===== src/rtl/esop_cube_stream_eval_if.sv =====
// Cube stream handshake between a cube source (ROM, host loader) and the ESOP evaluator.
interface esop_cube_stream_eval_if #(
    parameter int unsigned NUM_VARS = 50
) ();
    logic                cube_valid;
    logic                cube_ready;
    logic [NUM_VARS-1:0] cube_mask;
    logic [NUM_VARS-1:0] cube_pol;
    logic                cube_last;

    modport master (
        output cube_valid,
        output cube_mask,
        output cube_pol,
        output cube_last,
        input  cube_ready
    );

    modport slave (
        input  cube_valid,
        input  cube_mask,
        input  cube_pol,
        input  cube_last,
        output cube_ready
    );
endinterface


===== src/rtl/esop_cube_stream_eval.sv =====
// Streaming ESOP evaluator: XOR-accumulates cube hits against a latched input assignment.
module esop_cube_stream_eval #(
    parameter int unsigned NUM_VARS = 50,
    parameter int unsigned CNT_W    = 16
) (
    input  logic                    clk,
    input  logic                    rst_n,
    input  logic                    start,
    input  logic [NUM_VARS-1:0]     x_in,
    esop_cube_stream_eval_if.slave  cube,
    output logic                    res_valid,
    output logic                    res_o,
    output logic [CNT_W-1:0]        res_cubes,
    output logic                    busy
);

    typedef enum logic [1:0] {
        IDLE = 2'd0,
        RUN  = 2'd1,
        DONE = 2'd2
    } state_t;

    state_t              state;
    logic [NUM_VARS-1:0] x_q;
    logic                acc;
    logic [CNT_W-1:0]    cnt;

    logic                hit_c;
    logic                accept_c;
    logic                acc_next_c;
    logic [CNT_W-1:0]    cnt_next_c;

    // A cube hits when every literal it contains agrees with the latched assignment.
    assign hit_c      = &(~cube.cube_mask | ~(x_q ^ cube.cube_pol));
    assign accept_c   = cube.cube_valid & cube.cube_ready;
    assign acc_next_c = acc ^ hit_c;
    assign cnt_next_c = (cnt == {CNT_W{1'b1}}) ? cnt : cnt + CNT_W'(1);

    // Results are loaded on the final accepted beat so they line up with the DONE pulse.
    always_ff @(posedge clk or negedge rst_n) begin
        if (!rst_n) begin
            state           <= IDLE;
            x_q             <= '0;
            acc             <= 1'b0;
            cnt             <= '0;
            cube.cube_ready <= 1'b0;
            res_valid       <= 1'b0;
            res_o           <= 1'b0;
            res_cubes       <= '0;
            busy            <= 1'b0;
        end else begin
            case (state)
                IDLE: begin
                    if (start) begin
                        x_q             <= x_in;
                        acc             <= 1'b0;
                        cnt             <= '0;
                        state           <= RUN;
                        cube.cube_ready <= 1'b1;
                        busy            <= 1'b1;
                    end
                end
                RUN: begin
                    if (accept_c) begin
                        acc <= acc_next_c;
                        cnt <= cnt_next_c;
                        if (cube.cube_last) begin
                            state           <= DONE;
                            cube.cube_ready <= 1'b0;
                            res_valid       <= 1'b1;
                            res_o           <= acc_next_c;
                            res_cubes       <= cnt_next_c;
                        end
                    end
                end
                DONE: begin
                    state     <= IDLE;
                    res_valid <= 1'b0;
                    busy      <= 1'b0;
                end
                default: begin
                    state           <= IDLE;
                    cube.cube_ready <= 1'b0;
                    res_valid       <= 1'b0;
                    busy            <= 1'b0;
                end
            endcase
        end
    end

endmodule


===== src/flat_wrapper.sv =====
// flat-port wrapper written by rule: the top's interface ports become plain ports
module esop_cube_stream_eval_flat 
#(
    parameter int unsigned NUM_VARS = 50,
    parameter int unsigned CNT_W    = 16
)
  (clk, rst_n, start, x_in, res_valid, res_o, res_cubes, busy, cube_cube_valid, cube_cube_mask, cube_cube_pol, cube_cube_last, cube_cube_ready);
  esop_cube_stream_eval_if #(.NUM_VARS(NUM_VARS)) cube_i ();
  input  logic clk;
  input  logic rst_n;
  input  logic start;
  input  logic [NUM_VARS-1:0] x_in;
  output logic res_valid;
  output logic res_o;
  output logic [CNT_W-1:0] res_cubes;
  output logic busy;
  input wire logic [$bits(cube_i.cube_valid)-1:0] cube_cube_valid;
  input wire logic [$bits(cube_i.cube_mask)-1:0] cube_cube_mask;
  input wire logic [$bits(cube_i.cube_pol)-1:0] cube_cube_pol;
  input wire logic [$bits(cube_i.cube_last)-1:0] cube_cube_last;
  output wire logic [$bits(cube_i.cube_ready)-1:0] cube_cube_ready;
  assign cube_i.cube_valid = cube_cube_valid;
  assign cube_i.cube_mask = cube_cube_mask;
  assign cube_i.cube_pol = cube_cube_pol;
  assign cube_i.cube_last = cube_cube_last;
  assign cube_cube_ready = cube_i.cube_ready;
  esop_cube_stream_eval #(.NUM_VARS(NUM_VARS), .CNT_W(CNT_W)) u_core (.clk(clk), .rst_n(rst_n), .start(start), .x_in(x_in), .cube(cube_i), .res_valid(res_valid), .res_o(res_o), .res_cubes(res_cubes), .busy(busy));
endmodule

===== config.mk =====
export PLATFORM = sky130hd
export DESIGN_NAME = esop_cube_stream_eval_flat
export DESIGN_NICKNAME = d
export VERILOG_FILES = /design/src/rtl/esop_cube_stream_eval_if.sv /design/src/rtl/esop_cube_stream_eval.sv /design/src/flat_wrapper.sv
export SDC_FILE = /design/constraint.sdc
export NUM_CORES = 1
export LEC_CHECK = 0
export BUFFER_PORTS_ARGS = -buffer_cell sky130_fd_sc_hd__buf_2
export CAP_MARGIN = 25
export CORE_ASPECT_RATIO = 0.5
export CORE_UTILIZATION = 45
export DETAILED_ROUTE_END_ITERATION = 12
export PLACE_DENSITY = 0.78
export SKIP_LAST_GASP = 1
export SYNTH_ARGS = -nofsm -noshare
export SYNTH_HDL_FRONTEND = slang
export SYNTH_SLANG_ARGS = --single-unit

===== constraint.sdc =====
create_clock -name clk -period 1.9 [get_ports clk]
set_clock_uncertainty 0.05 [all_clocks]
set_input_delay 0.38 -clock clk [delete_from_list [all_inputs] [get_ports clk]]
set_output_delay 0.38 -clock clk [all_outputs]
set_load 0.005 [all_outputs]

==> results of run 1 <==
[worst paths after layout]
check	startpoint	endpoint	slack (ns)	cells past startpoint
worst max-delay path	u_core.x_q[40]	u_core.res_o	-0.13	6
worst min-delay path	x_in[38]	u_core.x_q[38]	0.22	2
worst max register to register	u_core.x_q[40]	u_core.res_o	-0.13	6
worst min register to register	u_core.res_cubes[0]	u_core.res_cubes[0]	0.42	2
max in group asynchronous	rst_n	u_core.res_cubes[13]	0.82	3
min in group asynchronous	rst_n	u_core.x_q[8]	0.41	2
[per-layer routing]
layer | up-vias | track usage [%]
li1 | 1879 | -
met1 | 1873 | 26.8
met2 | 108 | 41.8
met3 | 19 | 4.72
met4 | 0 | 7.25
met5 | - | 0
[flip-flops by register name (all words and copies together) (netlist names)]
name / cells
u_core.x_q: 50
u_core.cube.cube_ready: 1
u_core.res_valid: 1
u_core.busy: 1
u_core.state: 2
u_core.acc: 1
u_core.res_o: 1
u_core.cnt: 16
u_core.res_cubes: 16
[layout by cell type, fill, tap and decap left out, types with 2 or more instances in the layout]
cell type,n
sky130_fd_sc_hd__buf_2,173
sky130_fd_sc_hd__dfrtp_1,89
sky130_fd_sc_hd__xor2_1,55
sky130_fd_sc_hd__mux2_2,50
sky130_fd_sc_hd__buf_4,37
sky130_fd_sc_hd__nand2_1,33
sky130_fd_sc_hd__o21ai_0,21
sky130_fd_sc_hd__nor2_1,16
sky130_fd_sc_hd__nand3_1,12
sky130_fd_sc_hd__a31oi_1,12
sky130_fd_sc_hd__a22oi_1,11
sky130_fd_sc_hd__clkbuf_16,9
sky130_fd_sc_hd__nand4_1,8
sky130_fd_sc_hd__a22o_1,8
sky130_fd_sc_hd__nor3_1,7
sky130_fd_sc_hd__a21oi_1,7
sky130_fd_sc_hd__xnor2_1,7
sky130_fd_sc_hd__a221oi_2,6
sky130_fd_sc_hd__o31ai_1,5
sky130_fd_sc_hd__and3_1,3
sky130_fd_sc_hd__nor3b_1,3
sky130_fd_sc_hd__bufinv_16,3
sky130_fd_sc_hd__buf_12,3
sky130_fd_sc_hd__nor3b_2,2
sky130_fd_sc_hd__and2_1,2
sky130_fd_sc_hd__nand2_2,2
sky130_fd_sc_hd__inv_1,2
sky130_fd_sc_hd__nor4_2,2
sky130_fd_sc_hd__a21oi_4,2
sky130_fd_sc_hd__nand2b_1,2
sky130_fd_sc_hd__a22oi_2,2
[logic make-up (layout without fill, tap and decap cells)]
| logic type | Yosys count | in the layout | synth area share (%) |
|---|---|---|---|
| AOI/OAI and AO/OA | 79 | 79 | 12.6 |
| muxes | 51 | 51 | 12.6 |
| xor gates and xnor gates | 62 | 62 | 11.9 |
| buffers and inverters | 18 | 232 | 1.71 |
| DFF | 89 | 89 | 49.0 |
| adders and majority gates | 1 | 1 | 0.275 |
| and+or+nand+nor | 102 | 102 | 11.9 |
[layout make-up]
| type | count | area, µm² | share of cell area [%] |
|---|---|---|---|
| clock buffer | 11 | 243 | 3.89 |
| sequential | 89 | 2230 | 35.7 |
| clock inverter | 5 | 103 | 1.64 |
| timing repair buffer | 214 | 1210 | 19.5 |
| multi-input combinational | 295 | 2280 | 36.5 |
| tap | 135 | 169 | 2.71 |
| inverter | 2 | 7.51 | 0.120 |
[stage by stage]
stage | setup slack (ns) | power, mW | hold slack, ns
2_1_floorplan | 0.0415 | 4.69 | 0.0344
3_5_place_dp | -0.319 | 5.62 | 0.209
3_3_place_gp | -0.262 | 5.49 | 0.210
5_1_grt | -0.225 | 8.14 | 0.219
6_report | -0.132 | 7.65 | 0.224
4_1_cts | -0.165 | 7.71 | 0.215
[report_power, final]
part           switching (mW)  leakage [nW]  internal [mW]
Clock                   0.703         0.166           1.32
Combinational            1.10          1.70           1.40
Sequential              0.503          1.11           2.62
Total                    2.31          2.97           5.34
[repair_timing]
| item | in CTS | in global routing |
|---|---|---|
| resized for setup | 2 | 6 |
| setup buffers | 0 | 4 |
| pin swaps | 4 | 8 |
| gates cloned | 0 | 0 |
| hold buffers | 1 | 0 |
| endpoints found under the hold margin | 13 | 0 |
| endpoints found under the setup margin | 2 | 10 |
[worst max-delay path: stages (launching register included)]
cell and delay, ns:
sky130_fd_sc_hd__dfrtp_1 0.38, sky130_fd_sc_hd__xor2_1 0.14, sky130_fd_sc_hd__a22oi_1 0.20, sky130_fd_sc_hd__nand4_1 0.21, sky130_fd_sc_hd__or3_4 0.42, sky130_fd_sc_hd__or4_1 0.40
sky130_fd_sc_hd__a31oi_1 0.14
==> results.md, run 1 <==
Logic synthesis:
- The count of flip-flops with a built-in enable after synthesis is 0.
- The net count after synthesis is 558.
- The area share of the leading cell type in the synthesized netlist is 49.0%.
- The sequential element share of the synthesized area is 49.0%.
- The most common cell in the synthesized netlist is sky130_fd_sc_hd__dfrtp_1.
- The mean post-synth cell area is 11.3 µm².
- Ranked by instance count, the synthesized netlist is headed by 89 x sky130_fd_sc_hd__dfrtp_1, 55 x sky130_fd_sc_hd__xor2_1, 50 x sky130_fd_sc_hd__mux2_2, 34 x sky130_fd_sc_hd__nand2_1, 21 x sky130_fd_sc_hd__o21ai_0.
- In this run, synthesis produced a sequential element count of 89.
- For this run, asynchronously set or reset flops after synthesis account for 100%.
- Synthesis instantiated 44 different standard cells from the library.
- By area the synthesized netlist is led by sky130_fd_sc_hd__dfrtp_1 49%, sky130_fd_sc_hd__mux2_2 12%, sky130_fd_sc_hd__xor2_1 11%, sky130_fd_sc_hd__nand2_1 2.8%, sky130_fd_sc_hd__o21ai_0 2.3%.
- The most used flip-flop cell after synthesis is sky130_fd_sc_hd__dfrtp_1.
- The post-synthesis instance area is 4550 µm².
- The cell type contributing the most total cell area after synthesis is sky130_fd_sc_hd__dfrtp_1.
- The number of warnings reported in the yosys synthesis log is 0.
- The number of standard cells after synthesis is 402.

Global route:
- For this run the aggregate overflow at the end of global routing stands at 0.
- The via count of the first global-routing pass was 3881.
- The global-route usage over all layers is 22.7%.
- Entering global routing, the biggest net connects 40 pins.
- The initial antenna violation count is 0.
- The first-pass GRT wire length is 18.3 mm.

Status:
- The run finished, with violations left.
- The final reports fail on negative setup slack.

Critical path:
- The endpoint type of the worst setup path is a flop.
- In this run the worst path has a maximum fanout of 2.
- STA puts the critical path data arrival time at 2.23 ns.
- STA classifies the critical path startpoint as a flop.
- The category of the critical setup timing path is reg -> reg.
- The required time of the worst setup path is 2.10 ns.

Clock network:
- The cell at the root of the clock tree is sky130_fd_sc_hd__clkbuf_16.
- The number of buffers created by CTS is 9.
- TritonCTS built the clock tree.
- The worst-skew pair later-pin latency is 0.33 ns.
- The number of clock sinks seen by CTS is 89.
- In this run the deepest clock path goes through 2 buffers.
- After clock tree synthesis, the clock-pin slew on the worst setup and hold paths is 0.06 ns.
- The H-tree depth is 3.

Hold path:
- The worst hold path class is in -> reg.

Placed design:
- The HPWL after detailed placement is 8.64 mm.
- The placer's final routability congestion estimate is 0.867.
- The count of placed standard cells including taps is 730.
- Buffers placed on the I/O ports in this run total 174.
- The placed standard-cell area is 5810 µm².

Timing:
- For the pin with the worst max-slew slack, the measured transition is 0.458 ns.
- The time the worst path needs with I/O delays and setup is 2.03 ns.
- The achievable frequency is 492 MHz.
- The setup violation total in the final timing report is 2.
- After layout, the worst setup slack is -0.132 ns.
- Setup repair after global routing could not meet its margin everywhere.
- The final hold violation count is 0.
- The final count of pins violating max slew is 0.
- The total negative slack for setup checks is -0.219 ns.
- After layout, the worst path uses 107% of the clock period.
- The remaining max-slew budget at the tightest pin is 69.2%.

Drt:
- The met2 wirelength from detailed routing is 5.95 mm.
- After detailed routing, the wire length on met1 is 4.79 mm.
- Detailed routing placed a total of 406 µm of wire on met3.
- The first routing iteration left 123 violations.
- The iteration count of the initial detailed-routing pass is 4.
- In this run the remaining antenna-violating nets after routing total 0.
- Dividing the detail-routed wire length by the instance count gives 15.1 µm.
- The highest metal layer used by the detailed router is met4.
- Dividing the detail-routed via count by the number of cells gives 5.17.
- The via count is 3879.
- The total wire length is 11.3 mm.
- The number of remaining DRC errors is 0.

Floorplanning:
- The die is 73.1 µm tall.
- The starting density of the core is 47.2%.
- Measured along the x axis, the die boundary spans 144 µm.
- After floorplanning, the core was divided into 25 placement rows.
- After floorplanning, the core was sized to cover 9630 µm².
- For this design the top-level I/O count stands at 175.
- The floorplan step defined a die boundary enclosing 10500 µm².

Final layout:
- The post-synthesis to final-layout area growth is 37.3%.
- At the end of the flow, the number of nets in the layout was 767.
- Summing all non-filler instances in the final layout gives an area of 6240 µm².
- The count of cells in the finished layout, fillers not included, comes to 751.
- The number of filler instances in the final layout is 809.
- The post-layout utilization of the core is 64.8%.
- The number of antenna diodes in the final layout is 0.
- The share of final-layout standard cells stronger than drive strength 1 is 48.9%.

Run:
- The number of max-cap violations is 0.

Pwr:
- The static leakage is 2.97 nW.
- VDD sags by at most 0.000603 V.
- The power density over cell area is 1230 nW/µm².
No activity file was read; power rests on OpenSTA's default activity.
==> inputs of run 2 (changes only) <==
==> constraint.sdc (replaced) <==
create_clock -name clk -period 1.9 [get_ports clk]
set_clock_uncertainty 0.05 [all_clocks]
set_input_delay 0.19 -clock clk [delete_from_list [all_inputs] [get_ports clk]]
set_output_delay 0.19 -clock clk [all_outputs]
set_load 0.005 [all_outputs]
==> run 2 against run 1 <==
Net effect: the run still ends with negative setup slack left; critical path depth up 1; power fell by 6.4%; clock power down 21%; fmax up 1.3%; register-to-register slack better by 0.03 ns; setup slack better by 0.026 ns; non-clock buffer count down 3; via count fell by 1.3%; sequential share of layout area rose by 0.52 points; sequential cell count unchanged; die area did not move; core utilization decreased by 0.92 points.
==> results.md, run 2 (synthesized netlist as in run 1, its figures left out) <==
Final layout:
- The number of filler instances in the final layout is 826.
- The largest register by flop count is u_core.x_q.
- The number of nets in the finished design is 764.
- The repair_antennas step left the layout with diodes totalling 0.
- Summing all multi-input logic gate instances after layout gives 2280 µm².
- The library cells used most frequently in the layout, excluding fill and tap cells, are 173 x sky130_fd_sc_hd__buf_2, 89 x sky130_fd_sc_hd__dfrtp_1, 55 x sky130_fd_sc_hd__xor2_1.
- The largest registers in the layout are u_core.x_q: 50 flops, u_core.cnt: 16 flops, u_core.res_cubes: 16 flops.
- Of the cells placed in the final design, the portion with a size suffix greater than 1 is 48.0%.
- Leaving out fill and tap cells, the most frequent cell in the layout is sky130_fd_sc_hd__buf_2.
- The area growth from synthesis to layout is 35.3%.
- The number of flip-flops in the largest register is 50.
- Summing all flip-flop and latch instances after layout gives 2230 µm².
- After the flow finishes, the layout carries non-filler instances totaling 746.

Status:
- The final reports fail on negative setup slack.
- The run finished, with violations left.

Critical path:
- The category of the critical setup timing path is reg -> reg.
- The slowest stage cell on the critical path is sky130_fd_sc_hd__or3_4.
- On the critical path the largest part of the delay comes from simple AND/OR/NAND/NOR gates.
- The critical-path maximum fanout is 2.
- The largest single stage delay on the critical path is 0.41 ns.
- The required time of the worst setup path is 2.06 ns.
- The launching element type of the critical path is a flop.
- Together, buffers and inverters on the worst path number 1.
- The data arrival at the endpoint of the critical path is 2.16 ns.
- The endpoint type of the worst setup path is a flop.
- The critical path goes through xor2_1 -> a22oi_1 -> nand4_1 -> or3_4 -> buf_4 -> o31ai_1 -> a31oi_1.

Clock network:
- The number of clock sinks seen by CTS is 89.
- The H-tree depth is 3.
- After clock tree synthesis, the clock-pin slew on the worst setup and hold paths is 0.06 ns.
- The tree is rooted in a sky130_fd_sc_hd__clkbuf_16.
- The clock tree buffer depth is 2.
- TritonCTS built the clock tree.
- The worst-skew pair later-pin latency is 0.33 ns.
- The number of buffers created by CTS is 9.

Timing:
- The final count of pins violating max slew is 0.
- The hold slack is 0.0363 ns.
- The achievable frequency is 499 MHz.
- In the finished design, the share of the clock period the worst path needs comes to 106%.
- Setup violations remaining at the end of the flow were counted as 2.
- Across all setup checks in the final design, the least slack found is -0.106 ns.
- In this run the tightest slew margin relative to its limit is 73.3%.
- The total negative slack for setup checks is -0.164 ns.
- The final hold violation count is 0.
- The time the worst path needs with I/O delays and setup is 2.01 ns.
- The slew of the pin with the lowest slew margin is 0.398 ns.
- Setup repair after global routing could not meet its margin everywhere.

Drt:
- The first detailed-routing pass ran for 5 iterations.
- The detailed router finished its first iteration with 104 violations.
- The routed length per placed instance is 14.7 µm.
- Across all layers, the routed design uses 3827 vias.
- Dividing the detail-routed via count by the number of cells gives 5.13.
- The number of routed nets with antenna violations is 0.
- In the routed design, unresolved DRC markers number 0.
- The routed design has 11.0 mm of wire.

Run:
- Max-cap violations in this run came to 0.

Placed design:
- At the end of routability-driven placement, the weighted congestion stood at 0.849.
- The worst slack at placement is -0.171 ns.
- The number of buffer cells added on primary ports is 174.
- The detailed placer's ending HPWL is 8.55 mm.
- The count of placed standard cells including taps is 728.

Floorplanning:
- The die is 73.1 µm tall.
- The starting density of the core is 47.2%.
- The number of core rows is 25.
- The die covers 10500 µm².
- The area inside the core boundary is 9630 µm².
- The I/O pin count is 175.
- The horizontal die dimension is 144 µm.

Global route:
- The initial antenna violation count came to 0.
- The global-route usage over all layers is 22.2%.
- The via count of the first global-routing pass came to 3863.
- The overflow left after global routing is 0.
- The pin count of the biggest net entering global routing is 40.
- The first global-routing pass estimated 17.8 mm of wire.

Pwr:
- For this design the static power due to leakage is 2.94 nW.
- IR analysis of the VDD net gives a maximum drop of 0.000536 V.
- Dividing total power by cell area gives a power density of 1160 nW/µm².

Hold path:
- The worst hold path class is in -> reg.
-- run 2: worst register-to-register path: stages (launching register included) --
cell and delay (ns):
sky130_fd_sc_hd__dfrtp_1 0.38, sky130_fd_sc_hd__xor2_1 0.14, sky130_fd_sc_hd__a22oi_1 0.21, sky130_fd_sc_hd__nand4_1 0.20, sky130_fd_sc_hd__or3_4 0.41, sky130_fd_sc_hd__buf_4 0.14
sky130_fd_sc_hd__o31ai_1 0.23, sky130_fd_sc_hd__a31oi_1 0.12
-- run 2: worst paths after layout --
check	from	slack, ns	cells past startpoint	endpoint
max	u_core.x_q[40]	-0.11	7	u_core.res_o
min	x_in[19]	0.04	2	u_core.x_q[19]
max reg2reg	u_core.x_q[40]	-0.11	7	u_core.res_o
min reg2reg	u_core.res_cubes[6]	0.42	2	u_core.res_cubes[6]
max in group asynchronous	rst_n	1.04	3	u_core.cnt[13]
min in group asynchronous	rst_n	0.24	2	u_core.x_q[26]
-- run 2: repair_timing --
item,in CTS,in global routing
hold buffers,1,0
endpoints found under the setup margin,2,15
pin swaps,5,6
gates resized for setup,1,6
hold endpoints to repair,89,0
buffers inserted,0,3
-- run 2: cell type report --
| class | instances | area share, % |
|---|---|---|
| clock buffer | 14 | 4.29 |
| inverter | 2 | 0.122 |
| timing repair buffer | 211 | 19.6 |
| tap | 135 | 2.75 |
| multi-input combinational | 295 | 37.1 |
| sequential | 89 | 36.2 |
-- run 2: where the power goes --
| group | leakage, nW | switching, mW | internal [mW] | total (mW) |
|---|---|---|---|---|
| clock network | 0.129 | 0.655 | 0.944 | 1.60 |
| registers | 1.11 | 0.479 | 2.62 | 3.10 |
| logic | 1.70 | 1.07 | 1.39 | 2.46 |
| total | 2.94 | 2.20 | 4.96 | 7.16 |
-- run 2: stage by stage --
step | util [%] | cell area, µm² | total power, mW
CTS | 63.2 | 6090 | 7.22
global placement | 60.3 | 5810 | 5.46
detailed placement | 60.3 | 5810 | 5.59
finish | 63.8 | 6150 | 7.16
global route | 63.8 | 6150 | 7.67
floorplan | - | 4550 | 4.69
-- run 2: routing by layer --
| metal | up-vias | global-route usage, % | part of all wire (%) |
|---|---|---|---|
| met5 | - | 0 | 0 |
| met4 | 0 | 7.49 | 1.7 |
| met3 | 20 | 5.91 | 4.7 |
| met2 | 103 | 38.5 | 51 |
| met1 | 1829 | 27.1 | 43 |
| li1 | 1875 | - | - |
==> inputs of run 3 (changes only) <==
- ABC_AREA: not set -> 1
==> run 3 against run 2 <==
Net effect: the flow now finishes without violations; core utilization down 1.8 points; fmax up 11%; highest routed layer unchanged; global-route usage down 0.49 points; die area up 4.1%; final cell count up 34%.
==> results.md, run 3 <==
Clock network:
- The tree is rooted in a sky130_fd_sc_hd__clkbuf_16.
- The clock-pin slew on the worst setup and hold paths is 0.06 ns.
- The worst-skew pair later-pin latency is 0.34 ns.
- In this run, CTS created clock tree buffers numbering 9.
- The tree built by TritonCTS fans out to 89 sinks.
- TritonCTS built the clock tree.
- The clock tree buffer depth is 2.
- The H-tree was split into 3 levels.

Drt:
- The routed length per placed instance is 12.0 µm.
- Summing over every cut layer, the via total after detailed routing is 4712.
- The routed design has 12.0 mm of wire.
- The number of DRC markers after the initial detailed-route iteration is 246.
- The detail route stage leaves a number of antenna-violating nets equal to 0.
- For this run, design rule violations remaining after detail routing come to 0.
- The via density per instance is 4.73.
- The iteration count of the initial detailed-routing pass is 4.

Critical path:
- In this run the critical register-to-register path is launched from u_core.cnt[0].
- The critical path goes through ha_4 -> nand3_4 -> nor3_4 -> nand2_2 -> nor2_4 -> nand2_4 -> nand2_2 -> xor2_2 -> o21ai_1.
- The most used cell along the critical path is sky130_fd_sc_hd__nand2_2.
- The worst setup path is launched from a flop.
- The slowest stage cell on the critical path is sky130_fd_sc_hd__dfrtp_1.
- The number of cells on the worst reg-to-reg path is 9.
- In this run the worst setup path begins at u_core.cnt[0].
- The register-to-register setup slack is 0.09 ns.
- The critical path runs through a total of 9 cells.
- STA classifies the critical path endpoint as a flop.
- In this run the worst path has a maximum fanout of 6.
- The number of buffer and inverter instances along the worst setup path is 0.
- The endpoint identified for the worst register-to-register timing path is u_core.res_cubes[7].
- The delay of the slowest cell on the worst path is 0.41 ns.
- Grouping stages by cell kind, the critical path spends the most delay in simple AND/OR/NAND/NOR gates.
- The worst setup path is of the reg -> reg kind.
- At the worst endpoint, the required time is 2.05 ns.
- In this run the worst setup path terminates at u_core.res_cubes[7].
- Data on the critical path arrives at its endpoint at 1.95 ns.

Placed design:
- The placed standard-cell area is 5780 µm².
- Before CTS, the worst setup slack after placement is -0.0122 ns.
- The wire-length estimate of the detail-placed layout is 8.83 mm.
- The count of placed standard cells including taps is 967.
- The number of buffer cells added on primary ports is 174.
- The congestion estimate from routability-driven global placement came to 0.827.

Timing:
- The time the worst path needs with I/O delays and setup is 1.81 ns.
- Setup violations remaining at the end of the flow were counted as 0.
- The slew of the pin with the lowest slew margin is 0.714 ns.
- The hold slack is 0.00549 ns.
- Static timing analysis puts the maximum clock frequency at 554 MHz.
- The final worst slack is 0.0947 ns.
- The final count of pins violating max slew is 0.
- The share of the clock period used by the worst path after layout is 95.0%.
- The total negative slack for setup checks is 0 ns.
- The remaining max-slew budget at the tightest pin is 52.4%.
- The final hold violation count came to 0.
- Setup repair after global routing could not meet its margin everywhere.

Final layout:
- Compared with the post-synthesis result, the final layout area differs by 33.9%.
- The layout has 923 filler cells.
- 0 antenna diodes ended up in the layout.
- The number of flip-flops in the largest register is 50.
- The total non-filler cell area in the finished layout is 6340 µm².
- Summing all flip-flop and latch instances after layout gives 2230 µm².
- The final non-filler cell total is 997.
- In the final layout, the registers with the most flip-flops are u_core.x_q: 50 flops, u_core.cnt: 16 flops, u_core.res_cubes: 16 flops.
- The library cells used most frequently in the layout, excluding fill and tap cells, are 258 x sky130_fd_sc_hd__nand2_1, 173 x sky130_fd_sc_hd__buf_2, 90 x sky130_fd_sc_hd__inv_1.
- Summing all multi-input logic gate instances after layout gives 2170 µm².
- The number of nets in the finished design is 1008.
- u_core.x_q holds more flip-flops than any other register.
- Leaving out fill and tap cells, the most frequent cell in the layout is sky130_fd_sc_hd__nand2_1.
- The share of final-layout standard cells stronger than drive strength 1 is 28.5%.

Global route:
- Global routing used 26.1% of the available met1 tracks.
- The first-pass GRT wire length is 18.7 mm.
- The overflow left after global routing is 0.
- For this run, global-route usage on met2 was measured as 39.7%.
- Entering global routing, the biggest net connects 86 pins.
- The initial antenna violation count is 0.
- The met3 track utilization from global routing is 4.60%.
- The global-route usage over all layers is 21.7%.
- The global routing stage identified its most utilized layer as met2.
- The via count of the first global-routing pass was 4218.

Floorplanning:
- The die is 74.6 µm tall.
- The die covers 11000 µm².
- The I/O pin count is 175.
- For this configuration, the core starts out at a cell density of 46.4%.
- The number of core rows is 26.
- The horizontal die dimension is 147 µm.
- The total area inside the core boundary comes to 10200 µm².

Logic synthesis:
- Ranked by instance count, the synthesized netlist is headed by 260 x sky130_fd_sc_hd__nand2_1, 90 x sky130_fd_sc_hd__inv_1, 89 x sky130_fd_sc_hd__dfrtp_1, 59 x sky130_fd_sc_hd__nand3_1, 47 x sky130_fd_sc_hd__o21ai_0.
- In the synthesized netlist the dominant register cell turns out to be sky130_fd_sc_hd__dfrtp_1.
- Counting flops with an async set or reset pin after synthesis yields a share of 100%.
- The synthesized netlist occupies a cell area of 4740 µm².
- Synthesis instantiated 28 different standard cells from the library.
- Ranked by total cell area, the synthesized netlist is headed by sky130_fd_sc_hd__dfrtp_1 47%, sky130_fd_sc_hd__nand2_1 21%, sky130_fd_sc_hd__inv_1 7.1%, sky130_fd_sc_hd__nand3_1 6.2%, sky130_fd_sc_hd__o21ai_0 5.0%.
- Synthesis inferred 89 register bits.
- By instance count, the leading cell after synthesis is sky130_fd_sc_hd__nand2_1.
- The share of the Yosys chip area taken by registers is 47.0%.
- The net count after synthesis is 818.
- The area share of the leading cell type in the synthesized netlist is 47.0%.
- The number of warnings reported in the yosys synthesis log is 0.
- A synthesized cell averages 7.16 µm².
- The number of standard cells after synthesis is 662.
- sky130_fd_sc_hd__dfrtp_1 takes more of the synthesized area than any other cell.
- The synthesized design contains 0 enable-type register cells.

Pwr:
- The worst-case IR drop observed on VDD is 0.000557 V.
- The power density over cell area is 1210 nW/µm².
- In this run switching power makes up 34.7% of total power.
- Cell internal power was estimated by the tool at 5.03 mW.
- Summed over all cells, the static leakage comes to 3.50 nW.
- The sequential cell fraction of total power is 39.6%.
- The fraction of power consumed by the clock network is 27.0%.
- The net switching power is 2.67 mW.
- The power share of the combinational group is 33.4%.

Status:
- The run finished with clean final reports.

Hold path:
- The min-delay analysis places its worst path in the category in -> reg.

Run:
- Across the run, the number of max-cap violations was 0.
## run 3: changes by cell type after synthesis, moves of 6 or more
cell	previous run	this run
sky130_fd_sc_hd__a21oi_1	7	1
sky130_fd_sc_hd__nand2_1	34	260
sky130_fd_sc_hd__a22oi_1	12	0
sky130_fd_sc_hd__a31oi_1	12	1
sky130_fd_sc_hd__inv_1	2	90
sky130_fd_sc_hd__mux2_2	50	0
sky130_fd_sc_hd__or2_2	0	18
sky130_fd_sc_hd__o21ai_0	21	47
sky130_fd_sc_hd__nand3_1	12	59
sky130_fd_sc_hd__nor2_1	16	29
sky130_fd_sc_hd__o21ai_1	1	19
sky130_fd_sc_hd__xor2_1	55	6
sky130_fd_sc_hd__a22o_1	8	0
sky130_fd_sc_hd__xnor2_1	7	0
## run 3: routing by layer
layer / vias up / share of wire (%)
li1: 2447 / -
met1: 2156 / 44
met2: 92 / 51
met3: 17 / 3.6
met4: 0 / 1.6
met5: - / 0
## run 3: logic make-up after synthesis
group | share of synthesized area [%]
buffers and inverters | 9.14
adder cells (fa/ha/maj) | 0.264
flip-flops | 47.0
XOR/XNOR | 1.45
AO/OA/AOI/OAI | 7.87
AND/OR/NAND/NOR | 34.3
## run 3: cell type report
class	count	area share (%)
inverters	92	5.44
multi-input cells	466	34.2
well taps	140	2.76
clock inverters	4	1.56
clock buffers	12	4.04
repair buffers	194	16.8
flip-flops and latches	89	35.2
## run 3: worst min-delay path by stage
stage / from / cells past startpoint / end / slack (ns)
finish: x_in[17] / 3 / u_core.x_q[17] / 0.005
CTS: x_in[17] / 3 / u_core.x_q[17] / 0.001
detailed placement: rst_n / 1 / u_core.x_q[1] / 0.03
global placement: rst_n / 1 / u_core.x_q[1] / 0.04
global route: x_in[10] / 3 / u_core.x_q[10] / 0.01
floorplan: rst_n / 0 / u_core.acc / -0.16
## run 3: power groups by stage
stage / registers, mW / logic (mW) / clock network (mW)
after global placement: 3.03 / 2.45 / 0
after CTS: 3.03 / 2.57 / 2.13
after floorplan: 2.99 / 1.76 / 0
after detailed placement: 3.06 / 2.55 / 0
after global routing: 3.15 / 3.02 / 2.20
final: 3.05 / 2.57 / 2.08
## run 3: worst reg2reg max path, delay by kind of cell (launching register included)
family | cells | cell delay (ns)
xor gates and xnor gates | 1 | 0.15
and+or+nand+nor | 6 | 0.80
AOI/OAI and AO/OA | 1 | 0.07
adders and majority gates | 1 | 0.18
DFF | 1 | 0.41
## run 3: timing repair
action,CTS,global route
hold buffers,8,0
resized for setup,1,18
pin swaps,0,7
setup endpoints to repair,3,25
buffers inserted,0,5
endpoints found under the hold margin,61,0
gates cloned,0,1
## run 3: per-stage QoR
step / utilization [%] / power (mW)
final: 62.1 / 7.69
after global routing: 62.1 / 8.37
after CTS: 60.9 / 7.74
after detailed placement: 56.6 / 5.61
after global placement: 56.6 / 5.47
after floorplan: - / 4.75
